$ cat config.mk
export PLATFORM = sky130hd
export DESIGN_NAME = lap_recorder
export DESIGN_NICKNAME = d
export VERILOG_FILES = /design/src/rtl/lap_recorder.sv
export SDC_FILE = /design/constraint.sdc
export NUM_CORES = 1
export LEC_CHECK = 0
export BUFFER_PORTS_ARGS = -buffer_cell sky130_fd_sc_hd__buf_2
export CAP_MARGIN = 30
export CORE_ASPECT_RATIO = 2
export CORE_MARGIN = 2
export CORE_UTILIZATION = 40
export CTS_BUF_LIST = sky130_fd_sc_hd__clkbuf_8
export CTS_CLUSTER_SIZE = 25
export DETAILED_ROUTE_END_ITERATION = 10
export RECOVER_POWER = 25
export SLEW_MARGIN = 25
export SYNTH_ARGS = -nofsm -noshare
export SYNTH_HDL_FRONTEND = slang
export SYNTH_SLANG_ARGS = --single-unit
$ cat constraint.sdc
create_clock -name clk -period 2.7 [get_ports clk]
set_clock_uncertainty 0.2 [all_clocks]
set_input_delay 0 -clock clk [delete_from_list [all_inputs] [get_ports clk]]
set_output_delay 0 -clock clk [all_outputs]
set_load 0.01 [all_outputs]
$ cat src/rtl/lap_recorder.sv
// Lap/split memory between the stopwatch counter and the seven-segment driver.
// Captures live time on lap_pulse and replays stored laps oldest-first on view_pulse.
module lap_recorder #(
  parameter int DEPTH = 4,
  parameter int IDX_W = 2
) (
  input  logic             clk,
  input  logic             reset,
  input  logic             lap_pulse,
  input  logic             view_pulse,
  input  logic             clear_pulse,
  input  logic [3:0]       cur_d0,
  input  logic [5:0]       cur_d12,
  input  logic [3:0]       cur_d3,
  output logic [3:0]       out_d0,
  output logic [5:0]       out_d12,
  output logic [3:0]       out_d3,
  output logic             view_mode,
  output logic [IDX_W-1:0] view_idx,
  output logic [IDX_W:0]   lap_count,
  output logic             full,
  output logic             overflow
);

  // Handshake: all three pulse inputs are single-cycle strobes with no back-pressure;
  // each is acted on in the cycle it is high, with clear_pulse masking lap/view.

  typedef enum logic {LIVE = 1'b0, RECALL = 1'b1} state_t;

  localparam logic [IDX_W:0]   DEPTH_CNT = (IDX_W+1)'(DEPTH);
  localparam logic [IDX_W:0]   CNT_ONE   = (IDX_W+1)'(1);
  localparam logic [IDX_W-1:0] IDX_ONE   = IDX_W'(1);

  state_t           state, state_n;
  logic [IDX_W-1:0] idx_n;
  logic [IDX_W:0]   count_n;
  logic             ovf_n;
  logic             wr_en;
  logic [13:0]      mem [DEPTH];
  logic [13:0]      cur_word;
  logic [13:0]      rd_word;

  assign cur_word  = {cur_d3, cur_d12, cur_d0};
  assign rd_word   = mem[view_idx];
  assign full      = (lap_count == DEPTH_CNT);
  assign view_mode = (state == RECALL);

  always_comb begin
    state_n = state;
    idx_n   = view_idx;
    count_n = lap_count;
    ovf_n   = overflow;
    wr_en   = 1'b0;
    if (clear_pulse) begin
      state_n = LIVE;
      idx_n   = '0;
      count_n = '0;
      ovf_n   = 1'b0;
    end else begin
      if (lap_pulse) begin
        if (lap_count < DEPTH_CNT) begin
          wr_en   = 1'b1;
          count_n = lap_count + CNT_ONE;
        end else begin
          ovf_n = 1'b1;
        end
      end
      // View decisions use the pre-capture lap_count, so a same-cycle lap cannot extend recall.
      if (view_pulse) begin
        case (state)
          LIVE: begin
            if (lap_count != '0) begin
              state_n = RECALL;
              idx_n   = '0;
            end
          end
          RECALL: begin
            if ({1'b0, view_idx} < (lap_count - CNT_ONE)) begin
              idx_n = view_idx + IDX_ONE;
            end else begin
              state_n = LIVE;
              idx_n   = '0;
            end
          end
          default: begin
            state_n = LIVE;
            idx_n   = '0;
          end
        endcase
      end
    end
  end

  always_ff @(posedge clk) begin
    if (!reset) begin
      state     <= LIVE;
      view_idx  <= '0;
      lap_count <= '0;
      overflow  <= 1'b0;
    end else begin
      state     <= state_n;
      view_idx  <= idx_n;
      lap_count <= count_n;
      overflow  <= ovf_n;
    end
  end

  always_ff @(posedge clk) begin
    if (reset && wr_en) begin
      mem[lap_count[IDX_W-1:0]] <= cur_word;
    end
  end

  // Display mux uses the registered state/index, giving a uniform one-cycle latency.
  always_ff @(posedge clk) begin
    if (!reset) begin
      out_d0  <= '0;
      out_d12 <= '0;
      out_d3  <= '0;
    end else if (state == RECALL) begin
      {out_d3, out_d12, out_d0} <= rd_word;
    end else begin
      {out_d3, out_d12, out_d0} <= cur_word;
    end
  end

endmodule
=== Word-level counts from Yosys, hierarchy flattened ===
Memory sizes are Yosys's and may differ from the RTL's. A register that Yosys moved wholly into a read port is not among the register bits.
Cells that the tools add are included.

* $add $sub $neg: 3
* Order comparisons: 2
* Eq/ne operators: 2
* Muxes and demuxes: 16
* Bitwise logic cells: 3
* Reduce and logical (&&, ||, !) cells: 6

{| class="wikitable"
|+ Operator list
! cell !! count
|-
| $mux W2 || 4
|-
| $mux W4 || 2
|-
| $mux W1 || 7
|-
| $mux W6 || 1
|-
| $reduce_and A2 Y1 || 3
|-
| $pmux W2 S2 || 1
|-
| $add A3 B1 Y3 const B || 1
|-
| $eq A3 B3 Y1 const B || 1
|-
| $lt A2 B3 Y1 || 1
|-
| $lt A3 B3 Y1 const B || 1
|-
| $not A1 Y1 || 3
|-
| $reduce_bool A3 Y1 || 1
|-
| $sub A3 B1 Y3 const B || 1
|-
| $add A2 B1 Y2 const B || 1
|-
| $ne A2 B2 Y1 const B || 1
|-
| $pmux W1 S2 || 1
|-
| $reduce_or A2 Y1 || 1
|-
| $logic_and A1 B1 Y1 || 1
|}

* Register bits after elaboration: 21
* RAM bits: 56
* Word-level logic and storage cells: 40
* Memories: 1

{| class="wikitable"
|+ Memories
! name !! depth !! width !! rd ports !! clocked after memory_dff !! wr ports !! RTL line !! source
|-
| mem || 4 || 14 || 1 || 1 || 1 || 39 || <nowiki>logic [13:0] mem [DEPTH];</nowiki>
|}

=== Depth between registers and ports, before layout ===
Gate-level depths: netlist (run 1).

* Word-level depth: 7
* Mapped depth: 6
* Mapped depth without buffers: 6

=== Worst setup path before layout (run 1) ===
OpenSTA, ideal clock, no wires.

* Path type: flip-flop to flip-flop
* From: reg lap_count[0]
* To: reg (tool-made name)
* Setup time: 0.064 ns
* Data arrival time: 1.793 ns
* Data required time: 2.436 ns
* Slack: 0.643 ns
* Stages on the path, launching flop included: 7
* Period minus slack after synthesis: 2.057 ns
* Path through: dfxtp_1 inv_1 ha_1 ha_1 and3_1 o311ai_0 a32o_1

{| class="wikitable"
|+ RTL lines
! element !! RTL line !! source
|-
| from (decl) || 20 || <nowiki>output logic [IDX_W:0] lap_count,</nowiki>
|-
| from (signal assigned) || 103 || <nowiki>lap_count <= count_n;</nowiki>
|}

==> metrics.md, run 1 <==
| Metric | Value |
|---|---|
| Max-Slew Margin vs Limit | 0.5845 |
| Post-Route WL | 5.610 mm |
| Worst-case clock buffer depth | 2 |
| Setup ws final | 0.5810 ns |
| Hold Slack | 0.2220 ns |
| Initial antenna violation count | 0 |
| Synth Instances | 173 |
| DP HPWL | 3.576 mm |
| Vias in the first global route | 1783 |
| Gr ovfl total | 0 |
| # setup viols final | 0 |
| Lkg Pwr | 1.412 nW |
| Post-DP Area | 0.003352 sq mm |
| CTS clk-pin slew, worst paths | 0.07 ns |
| # DRC | 0 |
| Row count | 45 |
| Vias per cell | 4.912 |
| PortBufs | 40 |
| # diodes | 0 |
| I/O pins | 41 |
| Final min period | 2.119 ns |
| Outcome | finished, final reports clean |
| CP Max Fanout | 6 |
| Core area | 0.007488 sq mm |
| Cell taking the most area after synthesis | edfxtp_1 |
| Die Wd | 65.60 microns |
| Min-delay worst type | in -> reg |
| Register area share after synthesis | 0.7057 |
| Setup WS pre-CTS | 0.5900 ns |
| Design area | 0.003742 sq mm |
| Worst-Margin Slew | 0.6223 ns |
| Initial Util | 0.4053 |
| Die Ht | 127.2 microns |
| Placed insts | 307 |
| Unrepaired setup endpoints after global routing | false |
| CTS Buf Count | 9 |
| Post-route setup TNS | 0 ns |
| Routed Antenna Nets | 0 |
| GRT Total Usage | 0.1526 |
| Part of the cycle the worst path needs | 0.7848 |
| CTS tree | yes |
| Largest stage delay, worst path | 0.41 ns |
| Final Hold Fails | 0 |
| Area Growth Syn to Fin | 23.29% |
| Crit path launch type | flip-flop |
| Final Core Density | 0.4997 |
| WS Path Type | reg -> reg |
| Top-area cell type share of the netlist area | 0.5540 |
| First-pass GRT wire length | 8.990 mm |
| Pwr/cell area | 631.4 mW/mm^2 |
| Fraction of layout cells with a size suffix above 1 | 0.2137 |
| Via Count | 1680 |
| CP endpoint kind | flip-flop |
| Syn avg cell area | 17.55 sq um |
| CP Cell Sequence | inv_1, ha_1, ha_1, and3_1, o311ai_0, a32o_1 |
| CTS resizes | 0 |
| Drt pass-1 iters | 4 |
| Total Power | 2.363 mW |
| GP Congestion | 0.7586 |
| Mapped Area | 0.003035 sq mm |
| Unique cell type count in the Yosys netlist | 30 |
| Yosys warning count | 0 |
| WL/cell | 16.40 microns |
| Crit-path most repeated cell | ha_1 |
| Total die area | 0.008343 sq mm |
| CP required | 2.79 ns |
| H-Tree Depth | 3 |
| DR iter-0 viols | 99 |
| Max-Cap Viols | 0 |
| VDD IR max | 0.4413 mV |
| Root buf cell | clkbuf_8 |
| Clock sinks | 79 |
| Max-slew violation count | 0 |
| Critical-path top delay cell | dfxtp_1 |
| Net Count, Synth | 199 |
| Arr. time, crit path | 2.21 ns |
| Synth area leaders | edfxtp_1, dfxtp_1, mux4_1 |
| Nets@finish | 269 |
| Fmax | 471.9 MHz |
| Post-Layout Cell Count | 342 |
| Clk Latency, worst-skew pair | 0.35 ns |
| Largest net degree at the start of global routing | 16 |
| Count of state elements after synthesis | 79 |
## kinds of logic after synthesis
logic type,Yosys count,synth area share
DFF,79,0.7057
and+or+nand+nor,44,0.07626
AOI/OAI and AO/OA,16,0.04163
muxes,15,0.1220
buffers and inverters,11,0.02267
adders and majority gates,7,0.02885
xor gates and xnor gates,1,0.002886
## what timing repair did
item                                   CTS  global route
endpoints found under the hold margin   79             0
buffers inserted                         0             0
hold buffers                            19             0
## per-layer routing
metal | GRT usage | part of all wire
met2 | 0.2587 | 0.54
met1 | 0.1737 | 0.41
met3 | 0.04577 | 0.033
met5 | 0 | 0
met4 | 0.06985 | 0.018
## final cells by class
type,instances,area (sq um)
Clock inverter,7,90.09
Fill cell,654,3746
Multi-Input combinational cell,83,824.5
Sequential cell,79,2142
Tap cell,94,117.6
Timing Repair Buffer,66,429.2
Inverter,4,15.01
Clock buffer,9,123.9
## where the power goes
part / internal, mW / switching, mW / total [mW]
clock network: 0.515 / 0.407 / 0.922
registers: 1.32 / 0.00771 / 1.33
logic: 0.0569 / 0.0583 / 0.115
## critical path, delay by kind of cell, from the launching register on
family                   cells  cell delay [ns]
adder cells (fa/ha/maj)      2             0.64
AO/OA/AOI/OAI                2             0.53
flip-flops                   1             0.41
buffers and inverters        1             0.11
AND/OR/NAND/NOR              1             0.18
## flip-flops by register name, indices dropped and copies added (netlist names), named ones only
name / count
out_d12: 6
out_d0: 4
out_d3: 4
view_idx: 2
view_mode: 1
mem: 56
lap_count: 3
overflow: 1
## cells in the mapped netlist
cell	n
a211oi_1	1
a21oi_1	2
a22o_1	6
a31oi_1	1
a32o_1	1
and2_0	1
and2_1	5
and3_1	1
buf_12	1
buf_2	3
buf_6	1
clkbuf_1	2
dfxtp_1	23
edfxtp_1	56
ha_1	7
inv_1	4
mux2i_1	1
mux4_1	12
mux4_2	2
nand2_1	17
nand2b_1	4
nand3b_1	8
nor2_1	5
nor2b_1	2
nor3b_1	1
o21a_1	2
o21ai_0	1
o221a_2	1
o311ai_0	1
xnor2_1	1
## final timing paths
check / from / to / slack [ns] / cells after the start
setup reg to reg: lap_count[0] / flip-flop / 0.58 / 6
setup / recovery: lap_count[0] / flip-flop / 0.58 / 6
hold / removal: cur_d0[3] / mem[3][3] / 0.22 / 2
hold reg to reg: overflow / overflow / 0.27 / 2
## placed cells by master, fill, tap and decap left out, types with 2 or more instances in the layout
cell type      Yosys  layout
edfxtp_1          56      56
buf_2              3      29
dfxtp_1           23      23
dlygate4sd3_1      0      19
nand2_1           17      17
mux4_1            12      12
clkbuf_1           2      11
clkbuf_8           0       9
nand3b_1           8       8
ha_1               7       7
buf_4              0       7
inv_1              4       6
a22o_1             6       6
nor2_1             5       5
and2_1             5       5
nand2b_1           4       4
nor2b_1            2       2
mux4_2             2       2
o21a_1             2       2
a21oi_1            2       2
clkinv_4           0       2
bufinv_16          0       2
Note: power is estimated with default switching activity, not from simulation.
==> run 2: changes to the inputs <==
==> constraint.sdc (replaced) <==
create_clock -name clk -period 2 [get_ports clk]
set_clock_uncertainty 0.2 [all_clocks]
set_input_delay 0 -clock clk [delete_from_list [all_inputs] [get_ports clk]]
set_output_delay 0 -clock clk [all_outputs]
set_load 0.01 [all_outputs]
==> metrics.md, run 2 (synthesized netlist as in run 1, its figures left out) <==
| Metric | Value |
|---|---|
| Outcome | finished, final reports clean |
| Vias in the first global route | 1829 |
| Fmax | 515.4 MHz |
| Largest net degree at the start of global routing | 16 |
| Arr. time, crit path | 2.03 ns |
| Pwr/cell area | 799.1 mW/mm^2 |
| Row count | 45 |
| Min-delay worst type | in -> reg |
| Die Wd | 65.60 microns |
| Clk Latency, worst-skew pair | 0.35 ns |
| Gr ovfl total | 0 |
| H-Tree Depth | 3 |
| Crit path launch type | flip-flop |
| Vias per cell | 4.910 |
| Drt pass-1 iters | 4 |
| Most frequent cells in the layout | edfxtp_1, buf_2, dfxtp_1, dlygate4sd3_1, nand2_1 |
| Fraction of layout cells with a size suffix above 1 | 0.2381 |
| WS Path Type | reg -> reg |
| Worst-case clock buffer depth | 2 |
| CTS tree | yes |
| Max-Cap Viols | 0 |
| Number of flip-flops in the largest register | 56 |
| CP required | 2.09 ns |
| VDD IR max | 0.4870 mV |
| CTS clk-pin slew, worst paths | 0.07 ns |
| I/O pins | 41 |
| Core area | 0.007488 sq mm |
| Via Count | 1699 |
| Max-Slew Margin vs Limit | 0.6324 |
| CTS Buf Count | 9 |
| GRT Total Usage | 0.1547 |
| Area Growth Syn to Fin | 25.68% |
| PortBufs | 40 |
| Max-slew violation count | 0 |
| Die Ht | 127.2 microns |
| First-pass GRT wire length | 9.052 mm |
| Initial antenna violation count | 0 |
| Total die area | 0.008343 sq mm |
| Final Hold Fails | 0 |
| Initial Util | 0.4053 |
| DR iter-0 viols | 37 |
| CP Max Fanout | 2 |
| # diodes | 0 |
| Part of the cycle the worst path needs | 0.9702 |
| Final Core Density | 0.5094 |
| Final min period | 1.940 ns |
| DP HPWL | 3.585 mm |
| Lkg Pwr | 1.443 nW |
| CP endpoint kind | flip-flop |
| WL/cell | 16.59 microns |
| # DRC | 0 |
| Most common cell after layout, fill and taps aside | edfxtp_1 |
| Filler Cells Inserted | 644 |
| Post-route setup TNS | 0 ns |
| Post-Route WL | 5.740 mm |
| Clock sinks | 79 |
| Nets@finish | 273 |
| Worst-Margin Slew | 0.5506 ns |
| GP Congestion | 0.6986 |
| Postcts setup bufs | 0 |
| Root buf cell | clkbuf_8 |
| Routed Antenna Nets | 0 |
| Total Power | 3.049 mW |
| # setup viols final | 0 |
==> run 2: worst max-delay path: stages, from the launching register on <==
cell	delay, ns
dfxtp_1	0.34
inv_1	0.06
ha_1	0.31
ha_1	0.30
and3_1	0.20
o311ai_2	0.25
a32o_2	0.22
==> run 2: where the power goes <==
part	switching, mW	internal (mW)	total, mW
combinational	0.0828	0.0838	0.167
sequential	0.00881	1.78	1.79
clock	0.535	0.558	1.09
total	0.627	2.42	3.05
==> run 2: metal layers <==
layer	part of all wire	track usage
met3	0.035	0.03433
met2	0.55	0.2719
met1	0.40	0.1664
met4	0.021	0.08824
met5	0	0
==> run 2: final cells by class <==
cell class / instances / area, sq um / area share
Clock buffer: 9 / 123.9 / 0.03247
Clock inverter: 7 / 58.81 / 0.01541
Inverter: 4 / 15.01 / 0.003936
Multi-Input combinational cell: 83 / 833.3 / 0.2184
Sequential cell: 79 / 2143 / 0.5618
Tap cell: 94 / 117.6 / 0.03083
Timing Repair Buffer: 70 / 523.0 / 0.1371
==> run 2: worst paths after layout <==
path / endpoint / slack, ns / cells past startpoint / start
max: view_idx[1] / 0.06 / 6 / lap_count[1]
max reg2reg: view_idx[1] / 0.06 / 6 / lap_count[1]
min: mem[2][10] / 0.23 / 2 / cur_d3[0]
min reg2reg: lap_count[2] / 0.36 / 2 / lap_count[2]
==> run 2: repair_timing <==
| item | CTS | global route |
|---|---|---|
| endpoints found under the hold margin | 79 | 0 |
| hold buffers | 19 | 0 |
| setup endpoints to repair | 2 | 2 |
| resized for setup | 2 | 1 |
==> run 2: stage by stage <==
stage               hold WS (ns)  instances  instance area [sq um]  worst slack (ns)
CTS                       0.1841        346                   3820           0.05357
detailed placement       0.03398        311                   3446           0.01353
finish                    0.2331        346                   3815           0.05964
global route              0.2523        346                   3815          -0.02354
floorplan                -0.1011        173                   3037           0.01597
global placement         0.02334        311                   3446           0.09344
